<file path="src/rtl/i2s_tx_serializer_pkg.sv">
// i2s_tx_serializer_pkg: shared FSM state and data-alignment mode encodings
package i2s_tx_serializer_pkg;
    typedef enum logic {IDLE = 1'b0, RUN = 1'b1} state_t;
    localparam int MODE_I2S = 0;
    localparam int MODE_LJ = 1;
endpackage

</file>
<file path="src/rtl/i2s_tx_serializer_if.sv">
// i2s_tx_serializer_if: sample handshake, run control and serial audio lines
interface i2s_tx_serializer_if #(parameter int SAMPLE_W = 16);
    logic                enable;
    logic                in_valid;
    logic                in_ready;
    logic [SAMPLE_W-1:0] in_left;
    logic [SAMPLE_W-1:0] in_right;
    logic                bclk;
    logic                ws;
    logic                sd;
    logic                frame_start;
    logic                underrun;
    modport master (
        output enable, in_valid, in_left, in_right,
        input  in_ready, bclk, ws, sd, frame_start, underrun
    );
    modport slave (
        input  enable, in_valid, in_left, in_right,
        output in_ready, bclk, ws, sd, frame_start, underrun
    );
endinterface

</file>
<file path="src/rtl/i2s_tx_serializer_bclk_gen.sv">
// bclk_gen: divides clk into bclk and strobes the clk on which bclk falls
module bclk_gen #(
    parameter int BCLK_DIV = 4
) (
    input  logic clk,
    input  logic rst,
    input  logic run,
    output logic bclk,
    output logic tick
);
    localparam int CW = $clog2(BCLK_DIV);
    localparam logic [CW-1:0] CNT_MAX = CW'(BCLK_DIV - 1);
    localparam logic [CW-1:0] CNT_HALF = CW'(BCLK_DIV / 2);

    logic [CW-1:0] cnt_q, cnt_d;
    logic          bclk_q, bclk_d;

    always_comb begin
        tick = run && cnt_q == CNT_MAX;
        cnt_d = (!run || tick) ? '0 : cnt_q + 1'b1;
        bclk_d = cnt_d >= CNT_HALF;
    end

    always_ff @(posedge clk or posedge rst) begin
        if (rst) begin
            cnt_q <= '0;
            bclk_q <= 1'b0;
        end else begin
            cnt_q <= cnt_d;
            bclk_q <= bclk_d;
        end
    end

    assign bclk = bclk_q;
endmodule

</file>
<file path="src/rtl/i2s_tx_serializer.sv">
// i2s_tx_serializer: one-entry stereo buffer feeding an I2S / left-justified
// serial transmitter with frame-aligned start and stop.
module i2s_tx_serializer
    import i2s_tx_serializer_pkg::*;
#(
    parameter int SAMPLE_W = 16,
    parameter int SLOT_W   = 16,
    parameter int BCLK_DIV = 4,
    parameter int MODE     = MODE_I2S
) (
    input logic clk,
    input logic rst,
    i2s_tx_serializer_if.slave io
);
    localparam int FW = 2 * SLOT_W;
    localparam int BW = $clog2(FW);
    localparam logic [BW-1:0] BIT_LAST = BW'(FW - 1);
    localparam logic [BW-1:0] BIT_RIGHT = BW'(SLOT_W);

    if (BCLK_DIV < 2 || BCLK_DIV % 2 != 0 || SLOT_W < SAMPLE_W) begin : g_param_check
        $error("i2s_tx_serializer: BCLK_DIV must be even and >= 2, SLOT_W >= SAMPLE_W");
    end

    state_t              state_q, state_d;
    logic                active_q, active_d;
    logic [BW-1:0]       bit_q, bit_d;
    logic [FW-1:0]       sh_q, sh_d;
    logic                dly_q, dly_d;
    logic                full_q, full_d;
    logic [SAMPLE_W-1:0] left_q, left_d;
    logic [SAMPLE_W-1:0] right_q, right_d;
    logic                fs_q, fs_d;
    logic                ur_q, ur_d;
    logic                ws_q, ws_d;
    logic                sd_q, sd_d;
    logic                tick, accept, frame_end, load;

    bclk_gen #(.BCLK_DIV(BCLK_DIV)) u_bclk_gen (
        .clk  (clk),
        .rst  (rst),
        .run  (active_q),
        .bclk (io.bclk),
        .tick (tick)
    );

    // active_q is low on the first RUN clk, which forces the initial frame load.
    always_comb begin
        accept = io.in_valid && !full_q;
        frame_end = tick && bit_q == BIT_LAST;
        load = state_q == RUN && (!active_q || (frame_end && io.enable));
        state_d = state_q;
        active_d = active_q;
        bit_d = bit_q;
        sh_d = sh_q;
        dly_d = dly_q;
        full_d = accept ? 1'b1 : load ? 1'b0 : full_q;
        left_d = accept ? io.in_left : left_q;
        right_d = accept ? io.in_right : right_q;
        if (state_q == IDLE) begin
            state_d = io.enable ? RUN : IDLE;
        end else if (frame_end && !io.enable) begin
            state_d = IDLE;
            active_d = 1'b0;
            bit_d = '0;
            sh_d = '0;
            dly_d = 1'b0;
        end else if (load) begin
            active_d = 1'b1;
            bit_d = '0;
            sh_d = full_q ? (FW'(left_q) << (FW - SAMPLE_W)) | (FW'(right_q) << (SLOT_W - SAMPLE_W)) : '0;
            dly_d = sh_q[FW-1];
        end else if (tick) begin
            bit_d = bit_q + 1'b1;
            sh_d = sh_q << 1;
            dly_d = sh_q[FW-1];
        end
        fs_d = load;
        ur_d = load && !full_q;
        ws_d = active_d && bit_d >= BIT_RIGHT;
        sd_d = active_d && (MODE == MODE_LJ ? sh_d[FW-1] : dly_d);
    end

    always_ff @(posedge clk or posedge rst) begin
        if (rst) begin
            state_q <= IDLE;
            active_q <= 1'b0;
            bit_q <= '0;
            sh_q <= '0;
            dly_q <= 1'b0;
            full_q <= 1'b0;
            left_q <= '0;
            right_q <= '0;
            fs_q <= 1'b0;
            ur_q <= 1'b0;
            ws_q <= 1'b0;
            sd_q <= 1'b0;
        end else begin
            state_q <= state_d;
            active_q <= active_d;
            bit_q <= bit_d;
            sh_q <= sh_d;
            dly_q <= dly_d;
            full_q <= full_d;
            left_q <= left_d;
            right_q <= right_d;
            fs_q <= fs_d;
            ur_q <= ur_d;
            ws_q <= ws_d;
            sd_q <= sd_d;
        end
    end

    assign io.in_ready = !full_q;
    assign io.frame_start = fs_q;
    assign io.underrun = ur_q;
    assign io.ws = ws_q;
    assign io.sd = sd_q;
endmodule

</file>
<file path="src/flat_wrapper.sv">
// flat-port wrapper written by rule: the top's interface ports become plain ports
module i2s_tx_serializer_flat import i2s_tx_serializer_pkg::*;
#(
    parameter int SAMPLE_W = 16,
    parameter int SLOT_W   = 16,
    parameter int BCLK_DIV = 4,
    parameter int MODE     = MODE_I2S
)
  (clk, rst, io_enable, io_in_valid, io_in_left, io_in_right, io_in_ready, io_bclk, io_ws, io_sd, io_frame_start, io_underrun);
  i2s_tx_serializer_if #(.SAMPLE_W(SAMPLE_W)) io_i ();
  input logic clk;
  input logic rst;
  input wire logic [$bits(io_i.enable)-1:0] io_enable;
  input wire logic [$bits(io_i.in_valid)-1:0] io_in_valid;
  input wire logic [$bits(io_i.in_left)-1:0] io_in_left;
  input wire logic [$bits(io_i.in_right)-1:0] io_in_right;
  output wire logic [$bits(io_i.in_ready)-1:0] io_in_ready;
  output wire logic [$bits(io_i.bclk)-1:0] io_bclk;
  output wire logic [$bits(io_i.ws)-1:0] io_ws;
  output wire logic [$bits(io_i.sd)-1:0] io_sd;
  output wire logic [$bits(io_i.frame_start)-1:0] io_frame_start;
  output wire logic [$bits(io_i.underrun)-1:0] io_underrun;
  assign io_i.enable = io_enable;
  assign io_i.in_valid = io_in_valid;
  assign io_i.in_left = io_in_left;
  assign io_i.in_right = io_in_right;
  assign io_in_ready = io_i.in_ready;
  assign io_bclk = io_i.bclk;
  assign io_ws = io_i.ws;
  assign io_sd = io_i.sd;
  assign io_frame_start = io_i.frame_start;
  assign io_underrun = io_i.underrun;
  i2s_tx_serializer #(.SAMPLE_W(SAMPLE_W), .SLOT_W(SLOT_W), .BCLK_DIV(BCLK_DIV), .MODE(MODE)) u_core (.clk(clk), .rst(rst), .io(io_i));
endmodule
</file>
<file path="config.mk">
export PLATFORM = sky130hd
export DESIGN_NAME = i2s_tx_serializer_flat
export DESIGN_NICKNAME = d
export VERILOG_FILES = /design/src/rtl/i2s_tx_serializer_pkg.sv /design/src/rtl/i2s_tx_serializer_if.sv /design/src/rtl/i2s_tx_serializer_bclk_gen.sv /design/src/rtl/i2s_tx_serializer.sv /design/src/flat_wrapper.sv
export SDC_FILE = /design/constraint.sdc
export NUM_CORES = 1
export LEC_CHECK = 0
export ABC_AREA = 1
export CORE_ASPECT_RATIO = 1.1
export CORE_UTILIZATION = 40
export DETAILED_ROUTE_END_ITERATION = 12
export MAX_ROUTING_LAYER = met4
export PLACE_DENSITY = 0.58
export SKIP_LAST_GASP = 1
export SYNTH_ARGS = -nofsm -noshare
export SYNTH_HDL_FRONTEND = slang
export SYNTH_SLANG_ARGS = --single-unit
</file>
<file path="constraint.sdc">
create_clock -name clk -period 3.65 [get_ports clk]
set_input_delay 0.5475 -clock clk [delete_from_list [all_inputs] [get_ports clk]]
set_output_delay 0.5475 -clock clk [all_outputs]
set_load 0.03 [all_outputs]
</file>
# Word-level counts from Yosys, hierarchy flattened
# Cells that the tools add are included.
# word_totals
ff_bits	80
latchBits	0
ramBits	0
rom_bits	0
n_memories	0
# classes
addsub	2
multipliers	0
div_mod_pow	0
n_lt_le_gt_ge	2
eq_ne	2
n_shift	0
n_mux	21
bitwise_logic	1
reduce_logical	17
# ops
operator	n
$mux W32	4
$or A32 B16 Y32	1
$mux W5	4
$mux W1	12
$logic_and A1 B1 Y1	9
$add A5 B1 Y5 const B	1
$eq A5 B5 Y1 const B	1
$ge A5 B5 Y1 const B	1
$logic_not A1 Y1	3
$reduce_bool A3 Y1	1
$add A2 B1 Y2 const B	1
$eq A2 B2 Y1 const B	1
$ge A2 B2 Y1 const B	1
$logic_or A1 B1 Y1	2
$mux W2	1
$reduce_and A2 Y1	1
$reduce_bool A2 Y1	1

# Longest topological paths before layout
# logic_depth
depth_word	11
mapped_depth	13
ltp_nobuf	11

# By module
# Synthesis repeated with hierarchy kept, for this count alone.
# unflattened
cells_unflattened	387
area_unflattened_um2	3606.0
# modules_own_cells
module	instances	cells_per_inst	area_per_inst_um2	seq_area_each_um2
i2s_tx_serializer	1	376	3513.4	1926.8
bclk_gen	1	11	92.6	50.0

# Worst setup path after synthesis
# Ideal clock, no wire load.
# synth_timing
path_kind	register -> register
startpoint	register (tool-made name)
endpoint	register u_core.sh_q[10]
setup_ns	0.120
arrival_time_ns	1.578
required_ns	3.530
path_slack_ns	1.951
path_stages_with_launch	12
n_path_buf	1
synth_period_minus_slack_ns	1.699
cell_sequence	dfrtp_1 ha_1 nand2_1 nor2_1 ha_1 nand4_1 nand2_1 nand2_2 clkbuf_1 o21ai_1 nand2_1 nand2_1
# synth_rtl
element	line	rtl
to (signal assigned)	i2s_tx_serializer.sv:88	sh_q <= '0;
to (signal assigned)	i2s_tx_serializer.sv:101	sh_q <= sh_d;
to (decl)	i2s_tx_serializer.sv:27	logic [FW-1:0] sh_q, sh_d;

==> flow_metrics.tcl <==
set metrics [dict create \
    timing_hold_violations_final 0 \
    crit_family "simple AND/OR/NAND/NOR gates" \
    n_antenna_cell 0 \
    cts_setup_buffers 0 \
    insertion_delay_ps 350 \
    crit_path_max_incr_delay_ps 480 \
    avgViaCountPerCell 4.92 \
    overflow 0 \
    root_buffer "clkbuf_8" \
    die_h_um 102 \
    irDropWorstVdd_v 0.000158 \
    ctsHoldBuffers 0 \
    netlist-cell-type-count 23 \
    syn_avg_cell_area_um2 9.34 \
    cp.arrival_ps 2650 \
    tightestPinTransition_ps 798 \
    first_pass_iters 6 \
    mostFrequentLayoutCells "143 x nand2_1, 80 x dfrtp_1, 41 x clkdlybuf4s50_1, 32 x o21ai_0, 30 x o21ai_1" \
    status "finished clean" \
    cts_max_level 3 \
    rsz0062_at_grt "no" \
    fin_crit_sh_pct 65.0 \
    crit_path_cell_trace "ha_1 > nand2_1 > nor2_1 > ha_1 > nand4_1 > nand2_1 > nand2_2 > buf_4 > nand2_1 > o21ai_2 > nand2_1 > nand2_1" \
    slew_headroom_pct 46.8 \
    cp_data_required_time_ps 3930 \
    synth-simple-area-share_pct 17.1 \
    post-route-drc-count 0 \
    finalCriticalPeriod_ps 2370 \
    cts_resized 0 \
    synth_seq_cells 80 \
    power_leakage_nw 2.09 \
    synth_compound_area_share_pct 11.3 \
    portBuffers 41 \
    path_buf_inv 1 \
    grt_pass1_wl_um 12200 \
    routed_wl_um 6870 \
    holdWs_ps 448 \
    synth.area.mux_share_pct 9.86 \
    synth_xor_area_share_pct 0.479 \
    place_hpwl_um 4250 \
    final_common_cell "nand2_1" \
    design_area_um2 4320 \
    grt_usage_pct 16.9 \
    crit_type "reg -> reg" \
    grt_pass1_vias 2695 \
    synth_top_family_by_area "simple AND/OR/NAND/NOR gates" \
    drt_iter0_markers 147 \
    synthCells 391 \
    synth_fp_nets 430 \
    clk_path_buf_depth 2 \
    clk_pin_slew_ps 80 \
    cts_tree "done" \
    gp_congestion 0.763 \
    drive_gt1_share_pct 10.4 \
    antenna_left 0 \
    rows 36 \
    detail_route.wl_per_cell_um 12.6 \
    ios 42 \
    cpMostUsedCell "nand2_1" \
    area_delta_synth_final_pct 18.3 \
    yosysWarnings 0 \
    syn_area_um2 3650 \
    cts.sinks 80 \
    p_per_area_nw_per_um2 377 \
    seq_area_frac_synth_pct 54.8 \
    slew_violations 0 \
    setup_tns_ps 0 \
    crit_path_top_delay_cell "buf_4" \
    path_max_fanout 41 \
    fin_nets 466 \
    cap_viol_max_count 0 \
    start_util_pct 41.2 \
    numCtsBuffers 9 \
    vias 2682 \
    synth_fa_ha_area_share_pct 1.03 \
    antenna_found_initial 0 \
    die-area_um2 9520 \
    hold_path.class "reg -> reg" \
    placed_area_um2 4120 \
    fin_skew_ps 11.2 \
    start_kind "flop" \
    core_um2 8870 \
    fmax_mhz 421 \
    setup_viol 0 \
    grt_start_max_net_pins 46 \
    fp.dieW_um 93.1 \
    power_w 0.00163 \
    end_kind "flop" \
]
## per-stage QoR
| step | util [%] | cells | setup slack (ps) |
|---|---|---|---|
| finish | 48.7 | 545 | 1280 |
| global placement | 46.4 | 530 | 1280 |
| global route | 48.7 | 545 | 1000 |
| CTS | 48.7 | 545 | 1270 |
| floorplan | - | 391 | 1050 |
| detailed placement | 46.4 | 530 | 1250 |
## path summary, 6_finish.rpt
kind | from | end | cells after the start | slack [ps]
max | flop | u_core.sh_q[2]$_DFFE_PP0P_ | 12 | 1280
min in group asynchronous | rst | u_core.right_q[13]$_DFFE_PP0P_ | 2 | 640
max in group asynchronous | rst | u_core.left_q[15]$_DFFE_PP0P_ | 3 | 2250
max reg2reg | flop | u_core.sh_q[2]$_DFFE_PP0P_ | 12 | 1280
min reg2reg | u_core.u_bclk_gen.cnt_q[0]$_DFF_PP0_ | u_core.u_bclk_gen.cnt_q[0]$_DFF_PP0_ | 1 | 450
min | u_core.u_bclk_gen.cnt_q[0]$_DFF_PP0_ | u_core.u_bclk_gen.cnt_q[0]$_DFF_PP0_ | 1 | 450
## synth_stat cells
master	number	area, µm²
clkbuf_1	10	37.5
inv_1	9	33.8
mux2_2	3	33.8
nor2_1	9	33.8
nand2_1	143	537
nand2_2	2	12.5
buf_4	3	22.5
dfrtp_1	80	2000
o21ai_2	10	87.6
nor2_2	1	6.26
o21ai_0	32	160
o21ai_1	30	150
ha_1	3	37.5
and2_1	1	6.26
mux2_1	29	327
buf_6	5	56.3
nand3_1	3	15.0
a21oi_1	1	5.00
inv_2	7	26.3
nand4_1	2	12.5
buf_2	5	25.0
a21oi_2	1	8.76
xor2_1	2	17.5
## kinds of logic after synthesis
family | after synthesis
muxes | 32
xor gates and xnor gates | 2
AOI/OAI and AO/OA | 74
DFF | 80
buffers and inverters | 39
adders and majority gates | 3
and+or+nand+nor | 161
## registers in the layout, indices dropped and copies added (netlist names), named ones only
register                 cells
u_core.io.frame_start        1
u_core.io.ws                 1
u_core.u_bclk_gen.cnt_q      2
u_core.dly_q                 1
u_core.state_q               1
u_core.left_q               16
u_core.io.underrun           1
u_core.u_bclk_gen.bclk       1
u_core.active_q              1
u_core.right_q              16
u_core.sh_q                 32
u_core.full_q                1
u_core.io.sd                 1
u_core.bit_q                 1
## per-layer routing
layer  vias up  share of wire [%]  GRT usage, %
met3         9                2.7          3.35
met5         -                  0             -
met2        33                 50          29.2
li1       1334                  -             -
met4         0                1.4          6.15
met1      1306                 46          19.4
## area by class of cell
type	count	area [µm²]
fillers	848	4550
flip-flops and latches	80	2000
multi-input cells	272	1450
repair buffers	48	463
well taps	114	143
clock buffers	11	131
clock inverters	4	70.1
inverters	16	61.3
## power by group
| group | internal, W | switching, W | leakage [nW] |
|---|---|---|---|
| sequential | 0.000886 | 0 | 0.974 |
| combinational | 0.0000341 | 0.0000220 | 1.01 |
| clock | 0.000380 | 0.000306 | 0.103 |
| total | 0.00130 | 0.000328 | 2.09 |
No activity file was read; power rests on OpenSTA's default activity.
